===== src/rtl/branch_pkg.sv =====
// ---------------------------------------------------------------------------
// branch_pkg
// Shared decode constants, branch-kind enum and predictor counter constants
// used by the branch resolve / predict slice.
// No ports (package).
// ---------------------------------------------------------------------------
package branch_pkg;

    // Primary opcodes (instr[31:26])
    localparam logic [5:0] OP_SPECIAL = 6'b000000;
    localparam logic [5:0] OP_REGIMM  = 6'b000001;
    localparam logic [5:0] OP_J       = 6'b000010;
    localparam logic [5:0] OP_JAL     = 6'b000011;
    localparam logic [5:0] OP_BEQ     = 6'b000100;
    localparam logic [5:0] OP_BNE     = 6'b000101;
    localparam logic [5:0] OP_BLEZ    = 6'b000110;
    localparam logic [5:0] OP_BGTZ    = 6'b000111;

    // SPECIAL funct codes (instr[5:0])
    localparam logic [5:0] FN_JR      = 6'b001000;
    localparam logic [5:0] FN_JALR    = 6'b001001;

    // REGIMM rt selectors (instr[20:16])
    localparam logic [4:0] RT_BLTZ    = 5'b00000;
    localparam logic [4:0] RT_BGEZ    = 5'b00001;

    typedef enum logic [3:0] {
        BR_NONE,
        BR_EQ,
        BR_NE,
        BR_LEZ,
        BR_GTZ,
        BR_LTZ,
        BR_GEZ,
        BR_J,
        BR_JR
    } br_kind_e;

    // Counter constants for the default 2-bit predictor. The top level
    // derives the same encodings for wider counters: weakly-taken for new
    // conditional branches, strongly-taken for jumps, weakly-not-taken at reset.
    localparam logic [1:0] CNT_INIT_BR = 2'b10;
    localparam logic [1:0] CNT_INIT_J  = 2'b11;
    localparam logic [1:0] CNT_RESET   = 2'b01;

    function automatic logic is_jump_kind(input br_kind_e kind);
        return (kind == BR_J) || (kind == BR_JR);
    endfunction

endpackage


===== src/rtl/branch_cond_eval.sv =====
// ---------------------------------------------------------------------------
// branch_cond_eval
// Purely combinational EX-stage decode of the MIPS-I branch/jump set:
// classifies the instruction, evaluates the taken condition and forms the
// actual target address.
// Ports:
//   i_instruction  EX instruction word
//   i_pc_plus4     EX PC+4
//   i_rs_data      forwarded rs
//   i_rt_data      forwarded rt
//   i_sign_ext     sign-extended immediate
//   o_kind         branch kind (BR_NONE for non-control-flow)
//   o_taken        actual taken outcome
//   o_target       actual target (only meaningful when taken)
// ---------------------------------------------------------------------------
module branch_cond_eval
    import branch_pkg::*;
(
    input  logic [31:0] i_instruction,
    input  logic [31:0] i_pc_plus4,
    input  logic [31:0] i_rs_data,
    input  logic [31:0] i_rt_data,
    input  logic [31:0] i_sign_ext,
    output br_kind_e    o_kind,
    output logic        o_taken,
    output logic [31:0] o_target
);

    logic [5:0]  w_opcode;
    logic [4:0]  w_rt;
    logic [5:0]  w_funct;
    logic        w_rs_zero;
    logic        w_rs_neg;
    logic [31:0] w_br_target;
    logic [31:0] w_j_target;
    br_kind_e    w_kind;

    assign w_opcode  = i_instruction[31:26];
    assign w_rt      = i_instruction[20:16];
    assign w_funct   = i_instruction[5:0];
    assign w_rs_zero = (i_rs_data == 32'd0);
    assign w_rs_neg  = i_rs_data[31];

    assign w_br_target = i_pc_plus4 + (i_sign_ext << 2);
    assign w_j_target  = {i_pc_plus4[31:28], i_instruction[25:0], 2'b00};

    always_comb begin
        w_kind = BR_NONE;
        case (w_opcode)
            OP_BEQ:     w_kind = BR_EQ;
            OP_BNE:     w_kind = BR_NE;
            OP_BLEZ:    w_kind = BR_LEZ;
            OP_BGTZ:    w_kind = BR_GTZ;
            OP_REGIMM: begin
                if (w_rt == RT_BLTZ)
                    w_kind = BR_LTZ;
                else if (w_rt == RT_BGEZ)
                    w_kind = BR_GEZ;
            end
            OP_J,
            OP_JAL:     w_kind = BR_J;
            OP_SPECIAL: begin
                if ((w_funct == FN_JR) || (w_funct == FN_JALR))
                    w_kind = BR_JR;
            end
            default:    w_kind = BR_NONE;
        endcase
    end

    // Signed compares against zero reduce to sign bit / zero detect.
    always_comb begin
        o_taken  = 1'b0;
        o_target = i_pc_plus4;
        case (w_kind)
            BR_EQ:  begin o_taken = (i_rs_data == i_rt_data); o_target = w_br_target; end
            BR_NE:  begin o_taken = (i_rs_data != i_rt_data); o_target = w_br_target; end
            BR_LEZ: begin o_taken = w_rs_neg || w_rs_zero;    o_target = w_br_target; end
            BR_GTZ: begin o_taken = !w_rs_neg && !w_rs_zero;  o_target = w_br_target; end
            BR_LTZ: begin o_taken = w_rs_neg;                 o_target = w_br_target; end
            BR_GEZ: begin o_taken = !w_rs_neg;                o_target = w_br_target; end
            BR_J:   begin o_taken = 1'b1;                     o_target = w_j_target;  end
            BR_JR:  begin o_taken = 1'b1;                     o_target = i_rs_data;   end
            default: begin o_taken = 1'b0;                    o_target = i_pc_plus4;  end
        endcase
    end

    assign o_kind = w_kind;

endmodule


===== src/rtl/branch_predict_resolve.sv =====
// ---------------------------------------------------------------------------
// branch_predict_resolve
// Direct-mapped BTB with saturating counters for IF-stage prediction, plus
// EX-stage resolution of branches/jumps with a registered redirect/flush.
// Ports:
//   clk, reset        clock, async active-high reset
//   if_pc             fetch PC for BTB lookup
//   pred_taken        comb: BTB hit and counter MSB set
//   pred_target       comb: BTB target on hit, else 0
//   ex_*              EX-stage instruction, operands and carried prediction
//   redirect, flush   registered one-cycle pulse on mispredict
//   redirect_pc       registered corrected fetch address (holds otherwise)
//   mispredict_count  saturating redirect counter
// ---------------------------------------------------------------------------
module branch_predict_resolve
    import branch_pkg::*;
#(
    parameter int BTB_DEPTH  = 16,
    parameter int CNT_W      = 2,
    parameter int MISS_CNT_W = 16
) (
    input  logic                  clk,
    input  logic                  reset,
    input  logic [31:0]           if_pc,
    output logic                  pred_taken,
    output logic [31:0]           pred_target,
    input  logic                  ex_valid,
    input  logic [31:0]           ex_instruction,
    input  logic [31:0]           ex_pc_plus4,
    input  logic [31:0]           ex_rs_data,
    input  logic [31:0]           ex_rt_data,
    input  logic [31:0]           ex_sign_ext,
    input  logic                  ex_pred_taken,
    input  logic [31:0]           ex_pred_target,
    output logic                  redirect,
    output logic [31:0]           redirect_pc,
    output logic                  flush,
    output logic [MISS_CNT_W-1:0] mispredict_count
);

    localparam int IDX_W = $clog2(BTB_DEPTH);
    localparam int TAG_W = 32 - IDX_W - 2;

    localparam logic [CNT_W-1:0] L_CNT_MAX     = {CNT_W{1'b1}};
    localparam logic [CNT_W-1:0] L_CNT_INIT_J  = {CNT_W{1'b1}};
    localparam logic [CNT_W-1:0] L_CNT_INIT_BR = CNT_W'(1) << (CNT_W - 1);
    localparam logic [CNT_W-1:0] L_CNT_RESET   = L_CNT_INIT_BR - CNT_W'(1);

    // BTB storage
    logic [BTB_DEPTH-1:0] r_valid;
    logic [TAG_W-1:0]     r_tag    [BTB_DEPTH];
    logic [31:0]          r_target [BTB_DEPTH];
    logic [CNT_W-1:0]     r_cnt    [BTB_DEPTH];

    // Output registers
    logic                  r_redirect;
    logic [31:0]           r_redirect_pc;
    logic [MISS_CNT_W-1:0] r_miss_cnt;

    // Lookup
    logic [IDX_W-1:0] w_if_idx;
    logic [TAG_W-1:0] w_if_tag;
    logic             w_if_hit;

    // Resolve / update
    br_kind_e         w_kind;
    logic             w_taken;
    logic [31:0]      w_target;
    logic [31:0]      w_upd_pc;
    logic [IDX_W-1:0] w_upd_idx;
    logic [TAG_W-1:0] w_upd_tag;
    logic             w_upd_hit;
    logic             w_is_ctl;
    logic             w_is_jump;
    logic             w_invalidate;
    logic             w_mispred;
    logic [CNT_W-1:0] w_cnt_cur;
    logic [3:0]       w_unused_bits;

    assign w_unused_bits = {if_pc[1:0], w_upd_pc[1:0]};

    // ---------------- IF-stage lookup (reads pre-update state) ------------
    assign w_if_idx = if_pc[IDX_W+1:2];
    assign w_if_tag = if_pc[31:IDX_W+2];
    assign w_if_hit = r_valid[w_if_idx] && (r_tag[w_if_idx] == w_if_tag);

    assign pred_taken  = w_if_hit && r_cnt[w_if_idx][CNT_W-1];
    assign pred_target = w_if_hit ? r_target[w_if_idx] : 32'd0;

    // ---------------- EX-stage resolution ---------------------------------
    branch_cond_eval u_cond_eval (
        .i_instruction (ex_instruction),
        .i_pc_plus4    (ex_pc_plus4),
        .i_rs_data     (ex_rs_data),
        .i_rt_data     (ex_rt_data),
        .i_sign_ext    (ex_sign_ext),
        .o_kind        (w_kind),
        .o_taken       (w_taken),
        .o_target      (w_target)
    );

    assign w_upd_pc  = ex_pc_plus4 - 32'd4;
    assign w_upd_idx = w_upd_pc[IDX_W+1:2];
    assign w_upd_tag = w_upd_pc[31:IDX_W+2];
    assign w_upd_hit = r_valid[w_upd_idx] && (r_tag[w_upd_idx] == w_upd_tag);
    assign w_cnt_cur = r_cnt[w_upd_idx];

    assign w_is_ctl  = (w_kind != BR_NONE);
    assign w_is_jump = is_jump_kind(w_kind);

    // A non-control-flow instruction that was predicted taken means the
    // indexed entry steered fetch wrongly; drop it whatever its tag.
    assign w_invalidate = !w_is_ctl && ex_pred_taken;

    // An NCF predicted taken is covered by the direction check (taken = 0).
    assign w_mispred = ex_valid &&
                       ((w_taken != ex_pred_taken) ||
                        (w_taken && (w_target != ex_pred_target)));

    // ---------------- BTB valid / counter update --------------------------
    always_ff @(posedge clk or posedge reset) begin
        if (reset) begin
            r_valid <= '0;
            for (int i = 0; i < BTB_DEPTH; i++)
                r_cnt[i] <= L_CNT_RESET;
        end else if (ex_valid) begin
            if (w_invalidate) begin
                r_valid[w_upd_idx] <= 1'b0;
            end else if (w_is_ctl) begin
                if (w_taken) begin
                    if (w_upd_hit) begin
                        if (w_cnt_cur != L_CNT_MAX)
                            r_cnt[w_upd_idx] <= w_cnt_cur + CNT_W'(1);
                    end else begin
                        r_valid[w_upd_idx] <= 1'b1;
                        r_cnt[w_upd_idx]   <= w_is_jump ? L_CNT_INIT_J : L_CNT_INIT_BR;
                    end
                end else if (w_upd_hit) begin
                    if (w_cnt_cur != '0)
                        r_cnt[w_upd_idx] <= w_cnt_cur - CNT_W'(1);
                end
            end
        end
    end

    // Tag and target need no reset: they are only observed through r_valid.
    // On a hit the tag rewrite is a no-op; on a miss it allocates.
    always_ff @(posedge clk) begin
        if (ex_valid && w_is_ctl && w_taken) begin
            r_tag[w_upd_idx]    <= w_upd_tag;
            r_target[w_upd_idx] <= w_target;
        end
    end

    // ---------------- Redirect / statistics -------------------------------
    always_ff @(posedge clk or posedge reset) begin
        if (reset) begin
            r_redirect    <= 1'b0;
            r_redirect_pc <= 32'd0;
            r_miss_cnt    <= '0;
        end else begin
            r_redirect <= w_mispred;
            if (w_mispred) begin
                r_redirect_pc <= w_taken ? w_target : ex_pc_plus4;
                if (r_miss_cnt != {MISS_CNT_W{1'b1}})
                    r_miss_cnt <= r_miss_cnt + MISS_CNT_W'(1);
            end
        end
    end

    assign redirect         = r_redirect;
    assign flush            = r_redirect;
    assign redirect_pc      = r_redirect_pc;
    assign mispredict_count = r_miss_cnt;

endmodule

===== config.mk =====
export PLATFORM = sky130hd
export DESIGN_NAME = branch_predict_resolve
export DESIGN_NICKNAME = d
export VERILOG_FILES = /design/src/rtl/branch_pkg.sv /design/src/rtl/branch_cond_eval.sv /design/src/rtl/branch_predict_resolve.sv
export SDC_FILE = /design/constraint.sdc
export NUM_CORES = 1
export LEC_CHECK = 0
export ABC_CLOCK_PERIOD_IN_PS = 5360
export CAP_MARGIN = 10
export CORE_MARGIN = 10
export CORE_UTILIZATION = 35
export CTS_CLUSTER_SIZE = 24
export DETAILED_ROUTE_END_ITERATION = 10
export PLACE_DENSITY = 0.53
export SLEW_MARGIN = 20
export SYNTH_ARGS = -nofsm -noshare
export SYNTH_HDL_FRONTEND = slang
export SYNTH_SLANG_ARGS = --single-unit

===== constraint.sdc =====
create_clock -name clk -period 5.36 [get_ports clk]
set_input_delay 1.072 -clock clk [delete_from_list [all_inputs] [get_ports clk]]
set_output_delay 1.072 -clock clk [all_outputs]
set_load 0.02 [all_outputs]

=== Word-level counts from Yosys, hierarchy flattened ===
Memories as Yosys holds them, arrays and structs flattened.
Cells that the tools add are included.

* Register bits after elaboration: 97
* Bits in writable memories: 928
* Word-level logic and storage cells: 137
* Memories kept: 2

* $add $sub $neg: 5
* Order comparisons: 6
* Eq/ne operators: 28
* Muxes and demuxes: 37
* Bitwise logic cells: 6
* Reductions and logical operators: 33

{| class="wikitable"
|+ Memory list
! memory !! depth !! width !! read ports !! clocked after Yosys merged registers in !! wr ports !! RTL line !! text
|-
| r_target || 16 || 32 || 1 || 0 || 1 || branch_predict_resolve.sv:52 || <nowiki>logic [31:0] r_target [BTB_DEPTH];</nowiki>
|-
| r_tag || 16 || 26 || 2 || 0 || 1 || branch_predict_resolve.sv:51 || <nowiki>logic [TAG_W-1:0] r_tag [BTB_DEPTH];</nowiki>
|}

{| class="wikitable"
|+ Operator list
! kind !! number
|-
| two-way mux 32 bit || 7
|-
| bitwise mux 32 bit || 3
|-
| one-hot mux 32 bit (3 select lines) || 1
|-
| two-way mux 16 bit || 4
|-
| != test 32 bit || 2
|-
| equality test 26 bit || 2
|-
| adder 32 bit || 1
|-
| equality test 32 bit || 1
|-
| logical NOT 32 bit || 1
|-
| subtractor 32 x 3 -> 32 bit (second input constant) || 1
|-
| one-hot mux 4 bit (7 select lines) || 1
|-
| equality test 6 x 3 -> 1 bit (second input constant) || 4
|-
| adder 16 x 1 -> 16 bit (second input constant) || 1
|-
| AND 16 bit || 1
|-
| binary-select mux 2 bit (select 4 bit) || 2
|-
| equality test 4 x 3 -> 1 bit (second input constant) || 4
|-
| != test 16 bit (second input constant) || 1
|-
| NOT 16 bit || 1
|-
| OR 16 bit || 1
|-
| equality test 6 x 2 -> 1 bit (second input constant) || 2
|-
| equality test 6 x 4 -> 1 bit (second input constant) || 2
|-
| logical AND 1 bit || 11
|-
| >= comparator 5 bit (second input constant) || 2
|-
| less-than comparator 4 x 5 -> 1 bit (second input constant) || 2
|-
| 34 further kinds || 57
|}

=== Depth between registers and ports, before layout ===
* Depth after elaboration: 12
* Gate-level depth with buffers: 24
* Mapped depth without buffers: 15

=== Cells and area by module ===
A second synthesis with hierarchy kept.

* Cell total of the unflattened synthesis: 2692
* Area, all modules: 48261.3 sq um

{| class="wikitable"
|+ Modules (own cells, without submodules)
! module !! instances !! cells each !! area an instance (sq um) !! seq. area each (sq um)
|-
| branch_predict_resolve || 1 || 2259 || 45363.5 || 30314.1
|-
| branch_cond_eval || 1 || 433 || 2897.8 || 0.0
|}

=== Least setup slack after synthesis ===
Ideal clock, no wire load.

* Path kind: input to register
* Start point: input ex_pc_plus4[2]
* End point: memory r_tag[0][0] in the netlist's numbering (enable)
* Arrival time: 6832 ps
* Required time: 4880 ps
* Path slack: -1952 ps
* Stages on the path: 12
* Buffers on the path: 7
* Cells stage by stage: buf_2 -> buf_4 -> buf_2 -> buf_4 -> buf_4 -> inv_1 -> ha_1 -> xnor2_1 -> clkbuf_1 -> clkbuf_1 -> and3_1 -> nor2b_1

* Longest elaborated chain between the ends: 1

{| class="wikitable"
|+ Ends and longest elaborated chain
! what !! RTL line !! text
|-
| start, declared || branch_predict_resolve.sv:29 || <nowiki>input logic [31:0] ex_pc_plus4,</nowiki>
|-
| subtractor 32 x 3 -> 32 bit || branch_predict_resolve.sv:102 || <nowiki>assign w_upd_pc = ex_pc_plus4 - 32'd4;</nowiki>
|-
| end, declared || branch_predict_resolve.sv:51 ||
|}

Every way passes these cells.

=== Worst setup path in the final report ===
* Start point: input if_pc[3]
* End point: output pred_target[2]

* Longest elaborated chain between the ends: 4

{| class="wikitable"
|+ Ends and longest elaborated chain
! what !! RTL line !! text
|-
| start, declared || branch_predict_resolve.sv:24 || <nowiki>input logic [31:0] if_pc,</nowiki>
|-
| memory read (16 x 26 bit) or binary-select mux 1 bit (select 4 bit) (tied branches) || -- ||
|-
| equality test 26 bit or two-way mux 1 bit (tied branches) || branch_predict_resolve.sv:85 || <nowiki>assign w_if_hit = r_valid[w_if_idx] && (r_tag[w_if_idx] == w_if_tag);</nowiki>
|-
| logical AND 1 bit || branch_predict_resolve.sv:85 ||
|-
| two-way mux 32 bit (*) || branch_predict_resolve.sv:88 || <nowiki>assign pred_target = w_if_hit ? r_target[w_if_idx] : 32'd0;</nowiki>
|-
| end, declared || branch_predict_resolve.sv:26 || <nowiki>output logic [31:0] pred_target,</nowiki>
|}

Every way passes the cells marked *; elsewhere a longest branch is shown, timed or not. The select of a mux whose other input is x is not followed.

==> impl_summary.log <==
[metrics] Tot GR Track Use: 22.4%
[metrics] final-report max-slew violation count: 0
[metrics] Data required, critical path: 4290 ps
[metrics] Iter 0 DRT Violations: 3331
[metrics] post-detailed-route wirelength per cell: 31.8 µm
[metrics] worst-skew pair later-pin latency: 750 ps
[metrics] Routed WL: 178000 µm
[metrics] remaining design rule violation count: 0
[metrics] most instantiated library cell after synthesis: edfxtp_1
[metrics] area of the mapped netlist: 48800 µm²
[metrics] synthesized net count: 3068
[metrics] top achievable clock speed: 187 MHz
[metrics] register bit count reported by yosys: 1025
[metrics] classification of the worst setup path: in -> out
[metrics] headroom to the max-slew limit: 29.5%
[metrics] result of the run: completed
[metrics] antenna violation net count after detailed routing: 0
[metrics] Hold Vio Cnt, Final: 0
[metrics] area leader, netlist: edfxtp_1
[metrics] LEAKAGE: 22.0 nW
[metrics] Net count, final: 3914
[metrics] routability-driven placement congestion ratio: 0.941
[metrics] Top FF cell, synth: edfxtp_1
[metrics] vias in the first global route: 33000
[metrics] Reg clk slew, reported paths: 60 ps
[metrics] x dimension of the die: 394 µm
[metrics] Total Neg Setup Slack: 0 ps
[metrics] routed via count: 32100
[metrics] routed length on met1: 73300 µm
[metrics] path class of the lowest-slack min-delay path: reg -> reg
[metrics] quantity of hold-fixing buffers added after cts: 0
[metrics] Critical Path Source Type: input port
[metrics] RSZ-0062 raised after global routing: yes
[metrics] share of final-layout standard cells stronger than drive strength 1: 37.6%
[metrics] top fanout value on the critical path: 7
[metrics] arrival time at the worst endpoint: 4260 ps
[metrics] largest net degree at the start of global routing: 69
[metrics] number of CTS-inserted buffers: 108
[metrics] clk root buf: clkbuf_16
[metrics] mean number of vias per cell: 5.73
[metrics] first-pass GRT wire length: 252000 µm
[metrics] number of buffers inserted by port buffering: 306
[metrics] share of synthesized area occupied by flip-flops and latches: 62.1%
[metrics] main area contributors after synthesis: edfxtp_1 57%, mux4_2 20%, dfrtp_1 4.2%, xnor2_1 1.6%, xor2_1 1.0%
[metrics] Tightest Pin Transition: 1060 ps
[metrics] GRT overflow: 0
[metrics] area of placed instances: 59200 µm²
[metrics] minimum hold slack: 513 ps
[metrics] number of placed I/O pins: 311
[metrics] area growth from synthesis to layout: 30.6%
[metrics] Post-Syn Area per Cell: 17.4 µm²
[metrics] Max Clock Skew: 52.9 ps
[metrics] max-cap viol count: 0
[metrics] overall die height: 394 µm
[metrics] deepest clock path buffer count: 3
[metrics] highest metal used: met5
[metrics] maximum vdd drop: 0.263 mV
[metrics] Placement Rows: 136
[metrics] YS warnings: 0
[metrics] share of Yosys cell area claimed by the top area cell type: 57.1%
[metrics] initial antenna violation count: 18
[metrics] min Tclk post-route: 5340 ps
[metrics] Die Outline Area: 155000 µm²
[metrics] critical path endpoint category: primary output
[metrics] layout filler cell count: 11800
[metrics] total power density per cell area: 311 nW/µm²
[metrics] final setup violation count: 0
[metrics] metal2 WL: 84700 µm
[metrics] starting utilization of the core area: 35.4%
[metrics] Synth top cells by count: 928 x edfxtp_1, 438 x mux4_2, 112 x clkbuf_1
[metrics] placed wire-length estimate: 128000 µm
[metrics] TritonCTS clock tree: yes
[metrics] final worst path period share: 99.6%
[metrics] number of distinct standard cells referenced by the synthesized netlist: 84
[metrics] H-tree Lvls: 3
[metrics] routed length on met3: 15300 µm
[metrics] Gate Count Post-Synth: 2802
[metrics] placeable core area: 138000 µm²
[metrics] fraction of registers with async set or reset after synthesis: 9.46%
[metrics] 1st-pass router iterations: 5
[metrics] number of clock sinks seen by CTS: 1025
[metrics] Design Area, Final: 63800 µm²
[metrics] EDFF count, synth: 928
-- where the power goes --
group | internal (mW) | total, mW | leakage [nW] | switching, mW
Sequential | 8.88 | 9.04 | 9.51 | 0.156
Combinational | 1.36 | 2.86 | 10.6 | 1.50
Clock | 4.68 | 7.92 | 1.83 | 3.24
-- final cells by class --
| type | instances | area [µm²] | area share, % |
|---|---|---|---|
| diodes | 1 | 2.50 | 0.00392 |
| clock buffers | 130 | 2810 | 4.40 |
| clock inverters | 71 | 995 | 1.56 |
| inverters | 41 | 164 | 0.257 |
| multi-input cells | 1565 | 18300 | 28.6 |
| flip-flops and latches | 1025 | 30300 | 47.5 |
| well taps | 1863 | 2330 | 3.66 |
| repair buffers | 907 | 8890 | 13.9 |
-- critical path, cell delays in order --
cell	delay, ps
clkbuf_16	150
buf_12	150
buf_12	130
mux4_2	500
mux4_2	560
xor2_1	180
nor4_2	360
buf_4	190
nand4_1	150
buf_12	200
buf_16	170
buf_8	140
nor2b_4	130
buf_6	130
-- worst paths after layout --
check / start / endpoint / slack, ps / depth (start not counted)
worst min-delay path: mispredict_count[10] / mispredict_count[10] / 510 / 1
worst max-delay path: if_pc[3] / pred_target[2] / 20 / 14
min in group asynchronous: reset / redirect_pc[16] / 800 / 2
worst max register to register: r_tag[5][8] / r_cnt[3] / 1290 / 10
max in group asynchronous: reset / asynchronous set/reset pin / 3340 / 3
worst min register to register: mispredict_count[10] / mispredict_count[10] / 510 / 1
-- cell usage in the layout (no fill, tap or decap), types with 79 or more instances in the layout --
cell             Yosys  final
edfxtp_1           928    928
mux4_2             438    438
clkdlybuf4s50_1      0    267
nand2_1             95     94
buf_4                7    509
clkbuf_16            0    110
buf_12               0     94
nor2_1              95     90
dfrtp_1             81     81
xnor2_1             89     79
-- logic make-up after synthesis --
kind of cell | after synthesis | share of synthesized area [%]
DFF | 1025 | 62.1
buffers and inverters | 213 | 1.80
adders and majority gates | 38 | 0.989
muxes | 527 | 22.2
xor gates and xnor gates | 147 | 2.64
and+or+nand+nor | 542 | 5.93
AOI/OAI and AO/OA | 310 | 4.34
-- layer usage --
layer / global-route usage, % / up-vias
met3: 5.67 / 247
met4: 5.56 / 24
met5: 0 / -
li1: - / 13400
met2: 36.3 / 1492
met1: 30.0 / 16900
-- repair_timing --
action | CTS | global route
buffers inserted | 15 | 16
pin swaps | 10 | 17
gates cloned | 5 | 2
resized for setup | 132 | 39
setup endpoints to repair | 79 | 105
-- through the flow --
stage               worst slack (ps)  instances  total power [mW]  util, %
floorplan                       -140       2802              10.5        -
global placement                -905       5365              11.9     42.9
global route                   -67.1       5602              20.5     46.2
finish                          23.3       5603              19.8     46.2
CTS                            -56.8       5586              19.9     45.9
detailed placement              -859       5365              12.0     42.9
-- sequential cells by signal, indices dropped and copies added, names as in the netlist, named ones only --
signal,cells
r_target,512
r_tag,416
r_cnt,32
redirect_pc,32
mispredict_count,16
flush,1
Note: power is estimated with default switching activity, not from simulation.
